**config.mk**
```make
export PLATFORM = sky130hd
export DESIGN_NAME = video_gate_flat
export DESIGN_NICKNAME = d
export VERILOG_FILES = /design/src/rtl/video_gate_if.sv /design/src/rtl/video_gate.sv /design/src/flat_wrapper.sv
export SDC_FILE = /design/constraint.sdc
export NUM_CORES = 1
export LEC_CHECK = 0
export BUFFER_PORTS_ARGS = -buffer_cell sky130_fd_sc_hd__buf_2
export CAP_MARGIN = 10
export CORE_ASPECT_RATIO = 1.75
export CORE_UTILIZATION = 30
export DETAILED_ROUTE_END_ITERATION = 7
export PLACE_DENSITY_LB_ADDON = 0.12
export SLEW_MARGIN = 20
export SYNTH_ARGS = -nofsm -noshare
export SYNTH_HDL_FRONTEND = slang
export SYNTH_SLANG_ARGS = --single-unit
```
**constraint.sdc**
```tcl
create_clock -name clk -period 1.6 [get_ports clk]
set_input_delay 0.08 -clock clk [delete_from_list [all_inputs] [get_ports clk]]
set_output_delay 0.08 -clock clk [all_outputs]
set_load 0.01 [all_outputs]
```
**src/rtl/video_gate_if.sv**
```systemverilog
// Pixel-domain bus between the video generator, video_gate and the VGA output pins.
interface video_gate_if #(
  parameter int DW = 8
);
  logic          ce_pix;
  logic [DW-1:0] video;
  logic          HBlank;
  logic          VBlank;
  logic          HSync;
  logic          VSync;
  logic [2:0]    chan_req;

  logic [DW-1:0] r_out;
  logic [DW-1:0] g_out;
  logic [DW-1:0] b_out;
  logic          hs_out;
  logic          vs_out;
  logic          de_out;
  logic          ce_out;
  logic          busy;

  modport master (
    output ce_pix, video, HBlank, VBlank, HSync, VSync, chan_req,
    input  r_out, g_out, b_out, hs_out, vs_out, de_out, ce_out, busy
  );

  modport slave (
    input  ce_pix, video, HBlank, VBlank, HSync, VSync, chan_req,
    output r_out, g_out, b_out, hs_out, vs_out, de_out, ce_out, busy
  );
endinterface

```
**src/rtl/video_gate.sv**
```systemverilog
// Gates luminance onto R/G/B per channel mask, switching masks only at frame starts.
// Define VIDEO_GATE_FADE_EN for a frame-stepped fade-out/fade-in around each mask change.
module video_gate #(
  parameter int DW        = 8,
  parameter int FADE_LOG2 = 3
) (
  input logic         clk,
  input logic         reset,
  video_gate_if.slave vif
);

  localparam int LW = FADE_LOG2 + 1;
  localparam int PW = DW + FADE_LOG2 + 1;
  localparam logic [LW-1:0] LVL_MAX = LW'(1 << FADE_LOG2);

  logic          vs_prev_q, vs_prev_d;
  logic [2:0]    mask_q, mask_d;
  logic [DW-1:0] r_q, r_d;
  logic [DW-1:0] g_q, g_d;
  logic [DW-1:0] b_q, b_d;
  logic          hs_q, hs_d;
  logic          vs_q, vs_d;
  logic          de_q, de_d;

  logic          fb;
  logic          de_in;
  logic [LW-1:0] level_cur;
  logic [PW-1:0] prod;
  logic [DW-1:0] scaled;

  // Frame boundary: VSync rising edge as seen on pixel strobes only.
  assign fb    = vif.ce_pix & vif.VSync & ~vs_prev_q;
  assign de_in = ~(vif.HBlank | vif.VBlank);

`ifdef VIDEO_GATE_FADE_EN
  typedef enum logic [1:0] {
    IDLE,
    FADE_OUT,
    FADE_IN
  } state_e;

  state_e        state_q, state_d;
  logic [LW-1:0] level_q, level_d;
  logic          busy_q;

  always_comb begin
    state_d = state_q;
    level_d = level_q;
    mask_d  = mask_q;
    if (fb) begin
      unique case (state_q)
        IDLE: begin
          if (vif.chan_req != mask_q) begin
            state_d = FADE_OUT;
            level_d = LVL_MAX - 1'b1;
          end
        end
        FADE_OUT: begin
          level_d = level_q - 1'b1;
          // The request seen at the frame that hits black wins, even if it reverted.
          if (level_q == LW'(1)) begin
            mask_d  = vif.chan_req;
            state_d = FADE_IN;
          end
        end
        FADE_IN: begin
          level_d = level_q + 1'b1;
          if (level_q == LVL_MAX - 1'b1) begin
            state_d = IDLE;
          end
        end
        default: begin
          state_d = IDLE;
          level_d = LVL_MAX;
        end
      endcase
    end
  end

  always_ff @(posedge clk) begin
    if (reset) begin
      state_q <= IDLE;
      level_q <= LVL_MAX;
      busy_q  <= 1'b0;
    end else if (vif.ce_pix) begin
      state_q <= state_d;
      level_q <= level_d;
      busy_q  <= (state_d != IDLE);
    end
  end

  assign level_cur = level_q;
  assign vif.busy  = busy_q;
`else
  always_comb begin
    mask_d = mask_q;
    if (fb && (vif.chan_req != mask_q)) begin
      mask_d = vif.chan_req;
    end
  end

  assign level_cur = LVL_MAX;
  assign vif.busy  = 1'b0;
`endif

  always_comb begin
    prod      = PW'(vif.video) * PW'(level_cur);
    scaled    = DW'(prod >> FADE_LOG2);
    r_d       = (de_in && mask_q[2]) ? scaled : '0;
    g_d       = (de_in && mask_q[1]) ? scaled : '0;
    b_d       = (de_in && mask_q[0]) ? scaled : '0;
    hs_d      = vif.HSync;
    vs_d      = vif.VSync;
    de_d      = de_in;
    vs_prev_d = vif.VSync;
  end

  always_ff @(posedge clk) begin
    if (reset) begin
      vs_prev_q <= 1'b0;
      mask_q    <= '1;
      r_q       <= '0;
      g_q       <= '0;
      b_q       <= '0;
      hs_q      <= 1'b0;
      vs_q      <= 1'b0;
      de_q      <= 1'b0;
    end else if (vif.ce_pix) begin
      vs_prev_q <= vs_prev_d;
      mask_q    <= mask_d;
      r_q       <= r_d;
      g_q       <= g_d;
      b_q       <= b_d;
      hs_q      <= hs_d;
      vs_q      <= vs_d;
      de_q      <= de_d;
    end
  end

  assign vif.r_out  = r_q;
  assign vif.g_out  = g_q;
  assign vif.b_out  = b_q;
  assign vif.hs_out = hs_q;
  assign vif.vs_out = vs_q;
  assign vif.de_out = de_q;
  assign vif.ce_out = vif.ce_pix;

endmodule

```
**src/flat_wrapper.sv**
```systemverilog
// flat-port wrapper written by rule: the top's interface ports become plain ports
module video_gate_flat 
#(
  parameter int DW        = 8,
  parameter int FADE_LOG2 = 3
)
  (clk, reset, vif_ce_pix, vif_video, vif_HBlank, vif_VBlank, vif_HSync, vif_VSync, vif_chan_req, vif_r_out, vif_g_out, vif_b_out, vif_hs_out, vif_vs_out, vif_de_out, vif_ce_out, vif_busy);
  video_gate_if #(.DW(DW)) vif_i ();
  input logic clk;
  input logic reset;
  input wire logic [$bits(vif_i.ce_pix)-1:0] vif_ce_pix;
  input wire logic [$bits(vif_i.video)-1:0] vif_video;
  input wire logic [$bits(vif_i.HBlank)-1:0] vif_HBlank;
  input wire logic [$bits(vif_i.VBlank)-1:0] vif_VBlank;
  input wire logic [$bits(vif_i.HSync)-1:0] vif_HSync;
  input wire logic [$bits(vif_i.VSync)-1:0] vif_VSync;
  input wire logic [$bits(vif_i.chan_req)-1:0] vif_chan_req;
  output wire logic [$bits(vif_i.r_out)-1:0] vif_r_out;
  output wire logic [$bits(vif_i.g_out)-1:0] vif_g_out;
  output wire logic [$bits(vif_i.b_out)-1:0] vif_b_out;
  output wire logic [$bits(vif_i.hs_out)-1:0] vif_hs_out;
  output wire logic [$bits(vif_i.vs_out)-1:0] vif_vs_out;
  output wire logic [$bits(vif_i.de_out)-1:0] vif_de_out;
  output wire logic [$bits(vif_i.ce_out)-1:0] vif_ce_out;
  output wire logic [$bits(vif_i.busy)-1:0] vif_busy;
  assign vif_i.ce_pix = vif_ce_pix;
  assign vif_i.video = vif_video;
  assign vif_i.HBlank = vif_HBlank;
  assign vif_i.VBlank = vif_VBlank;
  assign vif_i.HSync = vif_HSync;
  assign vif_i.VSync = vif_VSync;
  assign vif_i.chan_req = vif_chan_req;
  assign vif_r_out = vif_i.r_out;
  assign vif_g_out = vif_i.g_out;
  assign vif_b_out = vif_i.b_out;
  assign vif_hs_out = vif_i.hs_out;
  assign vif_vs_out = vif_i.vs_out;
  assign vif_de_out = vif_i.de_out;
  assign vif_ce_out = vif_i.ce_out;
  assign vif_busy = vif_i.busy;
  video_gate #(.DW(DW), .FADE_LOG2(FADE_LOG2)) u_core (.clk(clk), .reset(reset), .vif(vif_i));
endmodule
```
==> results of run 1 <==
## cell usage in the layout (no fill, tap or decap)
cell and instances:
nand3b_1 8, mux2i_1 5, inv_1 24, o32ai_1 24, conb_1 1, a21oi_1 1, buf_2 45, dfxtp_1 30
nand2b_1 1, and3b_1 1, clkbuf_8 8, buf_4 3, nor2_1 8, or3b_1 4
## flip-flops by register name, indices dropped and copies added, names as in the netlist
name / cells
u_core.vif.hs_out: 1
u_core.vif.de_out: 1
u_core.vif.g_out: 8
u_core.vif.b_out: 8
u_core.vif.vs_out: 1
u_core.mask_q: 3
u_core.vif.r_out: 8
## logic make-up (layout without fill, tap and decap cells)
family / after synthesis / in the layout
AOI/OAI and AO/OA: 25 / 25
buffers and inverters: 38 / 80
DFF: 30 / 30
muxes: 5 / 5
other: 1 / 1
and+or+nand+nor: 22 / 22
## through the flow
stage / utilization, % / std cells / power [mW] / worst slack (ps)
2_1_floorplan: - / 121 / 0.897 / 632
3_3_place_gp: 38.0 / 201 / 0.947 / 503
3_5_place_dp: 38.0 / 201 / 0.950 / 463
4_1_cts: 40.9 / 209 / 1.66 / 457
5_1_grt: 40.9 / 209 / 1.71 / 399
6_report: 40.9 / 209 / 1.64 / 477
## cell type report
cell class / instances / area [um2]
Fill cell: 425 / 2190
Timing Repair Buffer: 48 / 248
Sequential cell: 30 / 601
Tap cell: 46 / 57.6
Clock buffer: 8 / 110
Inverter: 24 / 90.1
Multi-Input combinational cell: 53 / 409
## worst max-delay path, cell delays in order, from the launching register on
cell     delay [ps]
dfxtp_1         320
or3b_1          520
o32ai_1         190
## where the power goes
| group | switching (mW) | internal [mW] | total, mW |
|---|---|---|---|
| sequential | 0.0112 | 0.770 | 0.781 |
| clock | 0.278 | 0.434 | 0.712 |
| combinational | 0.0868 | 0.0628 | 0.150 |
## layer usage
layer	track usage (%)	part of all wire, %	wire length (um)
met1	15.6	40	1160
met5	0	0	0
met4	7.79	2.2	62
met3	4.48	4.9	140
met2	26.9	53	1520
## final timing paths
| kind | from | endpoint | depth (start not counted) |
|---|---|---|---|
| worst max-delay path | u_core.mask_q[1] | u_core.vif.g_out[4] | 2 |
| worst min-delay path | vif_HSync | u_core.vif.hs_out | 3 |
| worst max register to register | u_core.mask_q[1] | u_core.vif.g_out[4] | 2 |
| worst min register to register | u_core.vif.de_out | u_core.vif.de_out | 2 |
==> results.md, run 1 <==
* Status: finished clean
* DRC at 0
* Cts bufs inserted at 5
* Iter 0 DRT Violations at 12
* Root buffer cell: clkbuf_8
* DPL Wire Length at 2120 um
* CTS resizes at 0
* PortBufs at 45
* Cell taking the most area after synthesis: dfxtp_1
* Async SR Flop Fraction at 0%
* Clock Latency Late Sink at 280 ps
* Largest net degree at the start of global routing at 29
* Layout cells sized above 1 at 34.4%
* Power Dens Cells at 1080 mW/mm2
* DR pass1 iterations at 3
* Setup violations, final at 0
* Worst-path fanout max at 8
* Syn nets at 139
* Post-CTS Hold Fix Bufs at 0
* Clk_skew at 3.29 ps
* Type of the worst min-delay path: in2reg
* Placed cell areas at 0.00141 mm2
* Top-count cell post-synth: dfxtp_1
* WS Path Type: reg2reg
* RD Place Congestion at 0.702
* CTS HTree Levels at 2
* YS warnings at 0
* Synth top cells by count: dfxtp_1 (30), inv_1 (24), o32ai_1 (24), nand3b_1 (8), nor2_1 (8)
* Max Fclk at 890 MHz
* Post-route antenna net violation count at 0
* Vias in the first global route at 1013
* Reg clk slew, reported paths at 60 ps
* Area contributors post-synth: dfxtp_1 (51%), o32ai_1 (18%), inv_1 (7.6%)
* GRT Total Usage at 15.1%
* Area Overhead vs Synth at 28.1%
* Crit. End Element: flop
* Cell count after synthesis at 121
* Most used flip-flop cell after synthesis: dfxtp_1
* Initial antenna violation count at 0
* Final worst path period need at 1120 ps
* I/O pins at 47
* CTS tree: yes
* Post-Synth XOR/XNOR Area at 0%
* P_leak at 0.636 nW
* Worst reg2reg setup slack at 480 ps
* Vias/cell at 4.77
* # diodes at 0
* Sequential area share after synthesis at 50.8%
* Post-Syn Area at 0.00118 mm2
* Synth unique cells at 15
* First-pass GRT wire length at 4710 um
* Die Y at 85.1 um
* Final hold vios at 0
* Final Routed Wirelength at 2880 um
* Top-area cell type share of the netlist area at 50.8%
* Deepest clock path buffer count at 2
* FF+latch count, synth at 30
* Worst EP required at 1790 ps
* CTS sink count at 30
* Pins Over Slew Limit at 0
* Worst Hold Slack at 39.7 ps
* Starting density of the core at 31.9%
* WP data arrival at 1310 ps
* Number of synthesized flops with an enable pin at 0
* Post-CTS Setup Inserts at 0
* Final Cell Area at 0.00152 mm2
* Die area at 0.00421 mm2
* Startpoint type of the worst setup path: flop
* Core area at 0.00370 mm2
* # Max-Cap Violations at 0
* Max rail drop VDD at 0.619 mV
* Chip width at 49.5 um
* Crit share post-route at 70.2%
* Via count at 997
* RSZ-0062 raised after global routing: false
* Setup TNS at 0 ps
* Compound-Gate Fraction of Synth Area at 18.2%
* Synth Area in Adders at 0%
* Wire per inst at 13.8 um
* Mux contribution to synthesized area at 4.23%
* GRT Residual Overflow at 0
* Avg Cell Area, Syn at 9.77 um2
* FP Rows at 29
* Nets at 180
* Synth Area in Simple Gates at 11.9%
* Largest family of logic cells by synthesized area: compound AO/OA/AOI/OAI gates
No activity file was read; power rests on OpenSTA's default activity.
==> run 2: changes to the inputs <==
--- a/config.mk
+++ b/config.mk
@@ -5,6 +5,7 @@
 export SDC_FILE = /design/constraint.sdc
 export NUM_CORES = 1
 export LEC_CHECK = 0
+export ABC_AREA = 1
 export BUFFER_PORTS_ARGS = -buffer_cell sky130_fd_sc_hd__buf_2
 export CAP_MARGIN = 10
 export CORE_ASPECT_RATIO = 1.75
==> constraint.sdc (replaced) <==
create_clock -name clk -period 1.17 [get_ports clk]
set_input_delay 0.0585 -clock clk [delete_from_list [all_inputs] [get_ports clk]]
set_output_delay 0.0585 -clock clk [all_outputs]
set_load 0.01 [all_outputs]
==> results.md, run 2 <==
* Worst Hold Slack at 6.72 ps (-33.0 ps)
* WP data arrival at 1110 ps (-200 ps)
* Most used flip-flop cell after synthesis: dfxtp_1
* Sequential area share after synthesis at 50.8% (unchanged)
* Initial antenna violation count at 0 (unchanged)
* Type of the worst min-delay path: in2reg
* Clk_skew at 1.99 ps (-1.30 ps)
* CTS sink count at 30 (unchanged)
* Die area at 0.00421 mm2 (unchanged)
* CTS HTree Levels at 2 (unchanged)
* YS warnings at 0 (unchanged)
* Status: finished clean
* Top-count cell post-synth: nand2_1
* Core area at 0.00370 mm2 (unchanged)
* Worst r2r src: u_core.vif.vs_out
* Worst EP required at 1350 ps (-440 ps)
* Synth top cells by count: nand2_1 (60), dfxtp_1 (30), a21oi_1 (27), inv_1 (14)
* Startpoint type of the worst setup path: flop
* RD Place Congestion at 0.797 (+14%)
* Reg clk slew, reported paths at 60 ps (about the same)
* Critical Path Source: u_core.vif.vs_out
* Hold Crit Start: vif_HSync
* Final worst path period need at 931 ps (-192 ps)
* Most frequent cells in the layout: nand2_1 (60), buf_2 (45), dfxtp_1 (30)
* Starting density of the core at 31.9% (unchanged)
* Pins Over Slew Limit at 0 (unchanged)
* Commonest non-fill, non-tap cell in the layout: nand2_1
* Cell count after synthesis at 153 (+26%)
* DRC at 0 (unchanged)
* WS Path Type: reg2reg
* Worst-path fanout max at 4 (-4)
* Chip width at 49.5 um (unchanged)
* Syn nets at 171 (+23%)
* GRT Total Usage at 14.7% (-0.42 points)
* Iter 0 DRT Violations at 22 (+10)
* Final hold vios at 0 (unchanged)
* Top-area cell type share of the netlist area at 50.8% (unchanged)
* Cell taking the most area after synthesis: dfxtp_1
* Avg Cell Area, Syn at 7.73 um2 (-21%)
* Cts bufs inserted at 5 (unchanged)
* Setup TNS at 0 ps (unchanged)
* P_leak at 0.770 nW (+21%)
* Post-route antenna net violation count at 0 (unchanged)
* FF+latch count, synth at 30 (unchanged)
* Clock Latency Late Sink at 280 ps (about the same)
* Deepest clock path buffer count at 2 (unchanged)
* # diodes at 0 (unchanged)
* CTS tree: yes
* Root buffer cell: clkbuf_8
* PortBufs at 45 (unchanged)
* Multi-input gate area at 480 um2 (+17%)
* Max rail drop VDD at 0.793 mV (+28%)
* DR pass1 iterations at 4 (+1)
* DPL Wire Length at 2110 um (-0.30%)
* Wire per inst at 11.5 um (-17%)
* Setup violations, final at 0 (unchanged)
* Area Overhead vs Synth at 30.2%
* I/O pins at 47 (unchanged)
* Layout cells sized above 1 at 28.9% (-5.5 points)
* Register area at 601 um2 (unchanged)
* Die Y at 85.1 um (unchanged)
* Vias in the first global route at 1020 (+0.69%)
* Power Dens Cells at 1390 mW/mm2 (+29%)
* Area contributors post-synth: dfxtp_1 (51%), nand2_1 (19%), a21oi_1 (11%)
* Via count at 1075 (+7.8%)
* Max Fclk at 1070 MHz (+21%)
* GRT Residual Overflow at 0 (unchanged)
* Filler cells at 429 (+0.94%)
* Largest net degree at the start of global routing at 27 (-6.9%)
* Nets at 218 (+21%)
* Vias/cell at 4.35 (-8.8%)
* Synth unique cells at 16 (+1)
* Number of synthesized flops with an enable pin at 0 (unchanged)
* RSZ-0062 raised after global routing: false
* Async SR Flop Fraction at 0% (unchanged)
* First-pass GRT wire length at 4550 um (-3.5%)
* Crit. End Element: flop
* # Max-Cap Violations at 0 (unchanged)
* Post-Syn Area at 0.00118 mm2 (unchanged)
* Final Routed Wirelength at 2840 um (-1.5%)
* Post-CTS Setup Inserts at 0 (unchanged)
* Crit share post-route at 79.6% (+9.4 points)
* FP Rows at 29 (unchanged)
## run 2: worst paths after layout
| path | end | slack [ps] | depth (start not counted) |
|---|---|---|---|
| worst min-delay path | u_core.vif.hs_out | 7 | 3 |
| worst max register to register | u_core.mask_q[1] | 240 | 4 |
| worst max-delay path | u_core.mask_q[1] | 240 | 4 |
| worst min register to register | u_core.vif.r_out[7] | 460 | 2 |
## run 2: cell families after synthesis
group,after synthesis,share of synthesized area (%)
buf+inv,23,8.57
simple gates,67,25.9
flops,30,50.8
compound gates,30,12.7
mux,2,1.69
other cells,1,0.317
## run 2: worst max-delay path, cell delays in order (launching register included)
cell and delay, ps:
dfxtp_1 350, inv_1 50, nand3_1 170, mux2i_1 210, nand2_1 60
## run 2: report_power, final
part / leakage [nW] / switching (mW) / internal [mW]
clock: 0.0482 / 0.382 / 0.474
combinational: 0.478 / 0.137 / 0.0841
sequential: 0.244 / 0.0152 / 1.05
## run 2: repair_timing
action,in CTS,in global routing
hold endpoints to repair,2,0
hold buffers,2,0
gates resized for setup,0,0
## run 2: metrics by stage
step                cells  worst slack (ps)  total power, mW  utilization [%]  cell area [um2]
CTS                   247               211             2.18             41.6             1540
detailed placement    237               224             1.31             38.6             1430
floorplan             153               263             1.23                -             1180
finish                247               239             2.14             41.6             1540
global route          247               139             2.25             41.6             1540
global placement      237               247             1.31             38.6             1430
## run 2: cell type report
cell class	instances	area share, %
Inverter	15	3.66
Timing Repair Buffer	48	16.4
Tap cell	46	3.74
Multi-Input combinational cell	100	31.2
Sequential cell	30	39.0
Clock inverter	1	0.325
Clock buffer	7	5.61
## run 2: routing by layer
layer / wire [um] / up-vias / part of all wire [%] / global-route usage, %
li1: - / 565 / - / -
met1: 1140 / 472 / 40 / 15.3
met3: 145 / 5 / 5.1 / 4.48
met4: 60 / 0 / 2.1 / 7.01
met2: 1490 / 33 / 52 / 26.2
met5: 0 / - / 0 / 0
==> run 3: changes to the inputs <==
--- a/config.mk
+++ b/config.mk
@@ -5,7 +5,7 @@
 export SDC_FILE = /design/constraint.sdc
 export NUM_CORES = 1
 export LEC_CHECK = 0
-export ABC_AREA = 1
+export ABC_AREA = 0
 export BUFFER_PORTS_ARGS = -buffer_cell sky130_fd_sc_hd__buf_2
 export CAP_MARGIN = 10
 export CORE_ASPECT_RATIO = 1.75
==> constraint.sdc (replaced) <==
create_clock -name clk -period 0.9 [get_ports clk]
set_input_delay 0.045 -clock clk [delete_from_list [all_inputs] [get_ports clk]]
set_output_delay 0.045 -clock clk [all_outputs]
set_load 0.01 [all_outputs]
==> results.md, run 3 (same netlist as run 1, synthesis figures left out) <==
* Final worst path period need at 1030 ps (+99.5 ps)
* Net Sw Frac at 24.2% (-0.65 points)
* Clk_skew at 3.51 ps (+1.52 ps)
* Top Layer Used: met4
* Layout cells sized above 1 at 55.0% (+26 points)
* Pre-CTS setup slack at -139 ps (-362 ps)
* Die area at 0.00421 mm2 (unchanged)
* Starting density of the core at 31.9% (unchanged)
* CTS tree: yes
* Final Routed Wirelength at 2850 um (+0.46%)
* Delay-heaviest family, CP: simple AND/OR/NAND/NOR gates
* DR pass1 iterations at 4 (unchanged)
* Largest net degree at the start of global routing at 19 (-30%)
* Buf+Inv Stages, Crit Path at 1 (unchanged)
* GRT Residual Overflow at 0 (unchanged)
* # Max-Cap Violations at 0 (unchanged)
* Sequential share of power at 49.1% (-0.7 points)
* Nets at 188 (-14%)
* Cts bufs inserted at 5 (unchanged)
* Root buffer cell: clkbuf_8
* CTS sink count at 30 (unchanged)
* Area Overhead vs Synth at 52.7%
* GRT Total Usage at 15.1% (+0.38 points)
* Register area at 606 um2 (+0.83%)
* Post-CTS Setup Inserts at 0 (unchanged)
* Pins Over Slew Limit at 0 (unchanged)
* Max Fclk at 970 MHz (-9.7%)
* Startpoint type of the worst setup path: flop
* Multi-input gate area at 618 um2 (+29%)
* Met1 Wirelength at 1160 um (+1.7%)
* P_sw at 0.686 mW (+29%)
* Crit share post-route at 115% (+35 points)
* DRC at 0 (unchanged)
* Initial antenna violation count at 0 (unchanged)
* Total Power at 2.83 mW (+32%)
* Final Worst Setup Slack at -131 ps (-369 ps)
* Deepest clock path buffer count at 2 (unchanged)
* Slowest-stage cell, CP: or3b_4
* Status: finished with violations
* Clock share of power at 36.8% (-3.1 points)
* Vias/cell at 4.78 (+9.9%)
* Power Dens Cells at 1570 mW/mm2 (+13%)
* Wire per inst at 13.2 um (+15%)
* Commonest non-fill, non-tap cell in the layout: buf_2
* Worst EP required at 1080 ps (-270 ps)
* Combinational share of power at 14.1% (+3.8 points)
* Clock Latency Late Sink at 270 ps (about the same)
* Filler cells at 386 (-10%)
* Setup violations, final at 24 (+24)
* # diodes at 0 (unchanged)
* P_leak at 0.702 nW (-8.8%)
* First-pass GRT wire length at 4750 um (+4.6%)
* CTS HTree Levels at 2 (unchanged)
* Placed Cells at 209 (-12%)
* Vias in the first global route at 1020 (unchanged)
* RSZ-0062 raised after global routing: true
* Via count at 1028 (-4.4%)
* WS Path Type: reg2reg
* Type of the worst min-delay path: in2reg
* Internal Power at 2.15 mW (+33%)
* Non-filler cells, final at 215 (-13%)
* Chip width at 49.5 um (unchanged)
* Die Y at 85.1 um (unchanged)
* Core area at 0.00370 mm2 (unchanged)
* Most frequent cells in the layout: buf_2 (45), dfxtp_1 (26), inv_1 (24)
* Delay of the slowest critical-path stage at 380 ps (+30 ps)
* Crit. End Element: flop
* Iter 0 DRT Violations at 8 (-64%)
* FP Rows at 29 (unchanged)
* Crit path cell chain: or3b_4, buf_6, o32ai_4
* RD Place Congestion at 0.677 (-15%)
* Violated checks: negative setup slack
* DPL Wire Length at 2140 um (+1.0%)
* Met3 Wirelength at 157 um (+8.3%)
* I/O pins at 47 (unchanged)
* Met2 WL at 1470 um (-1.2%)
* PortBufs at 45 (unchanged)
* Worst-path fanout max at 4 (unchanged)
* Post-route antenna net violation count at 0 (unchanged)
* WP data arrival at 1220 ps (+110 ps)
* Max rail drop VDD at 0.930 mV (+17%)
* Reg clk slew, reported paths at 60 ps (about the same)
* Final hold vios at 0 (unchanged)
==> run 3: changes by cell type in the layout (fill, tap and decap cells not counted), sizes merged, moves of 3 or more <==
cell / change
o21ai: -3
mux2i: +3
nand3b: +8
or3b: +4
a21oi: -26
buf: +10
inv: +9
o32ai: +24
nand2: -60
nor2: +3
==> run 3: per-layer routing <==
| layer | vias up | track usage (%) |
|---|---|---|
| met5 | - | 0 |
| met3 | 5 | 4.48 |
| met4 | 0 | 7.79 |
| li1 | 516 | - |
| met1 | 475 | 17.9 |
| met2 | 32 | 24.2 |
==> run 3: tightest hold or removal path: cells and delay by family <==
kind                   cells  cell delay (ps)
buffers and inverters      1               80
AND/OR/NAND/NOR            1               70
multiplexers               1               60
==> run 3: repair_timing <==
item                                    4_1_cts  5_1_grt
gates cloned                                  0        0
hold buffers                                  0        0
gates resized for setup                      11        2
endpoints found under the hold margin         0        0
endpoints found under the setup margin       26       26
==> run 3: power by group through the flow <==
stage | Sequential (mW) | Combinational, mW | Clock (mW)
floorplan | 1.43 | 0.228 | 0
global placement | 1.42 | 0.373 | 0
detailed placement | 1.42 | 0.378 | 0
CTS | 1.39 | 0.396 | 1.09
global route | 1.39 | 0.434 | 1.14
finish | 1.39 | 0.399 | 1.04
==> run 3: final cells by class <==
cell class	count	share of cell area, %
multi-input combinational	53	34.2
sequential	30	33.5
timing repair buffer	56	19.5
inverter	24	4.99
clock buffer	6	4.57
tap	46	3.19
==> run 3: final timing paths <==
kind	depth (start not counted)	end	slack [ps]	start
setup reg to reg	3	u_core.vif.g_out[2]	-130	u_core.mask_q[1]
hold / removal	3	u_core.vif.vs_out	20	vif_VSync
setup / recovery	3	u_core.vif.g_out[2]	-130	u_core.mask_q[1]
hold reg to reg	2	u_core.vif.de_out	470	u_core.vif.de_out
==> run 3: per-stage QoR <==
| stage | setup TNS (ps) | utilization [%] | instance area, um2 | hold slack, ps |
|---|---|---|---|---|
| floorplan | -1250 | - | 1370 | 182 |
| CTS | -2490 | 48.2 | 1780 | 8.69 |
| detailed placement | -2670 | 45.2 | 1670 | 303 |
| global placement | -2330 | 45.2 | 1670 | 287 |
| finish | -2360 | 48.8 | 1810 | 15.5 |
| global route | -3250 | 48.8 | 1810 | 57.7 |
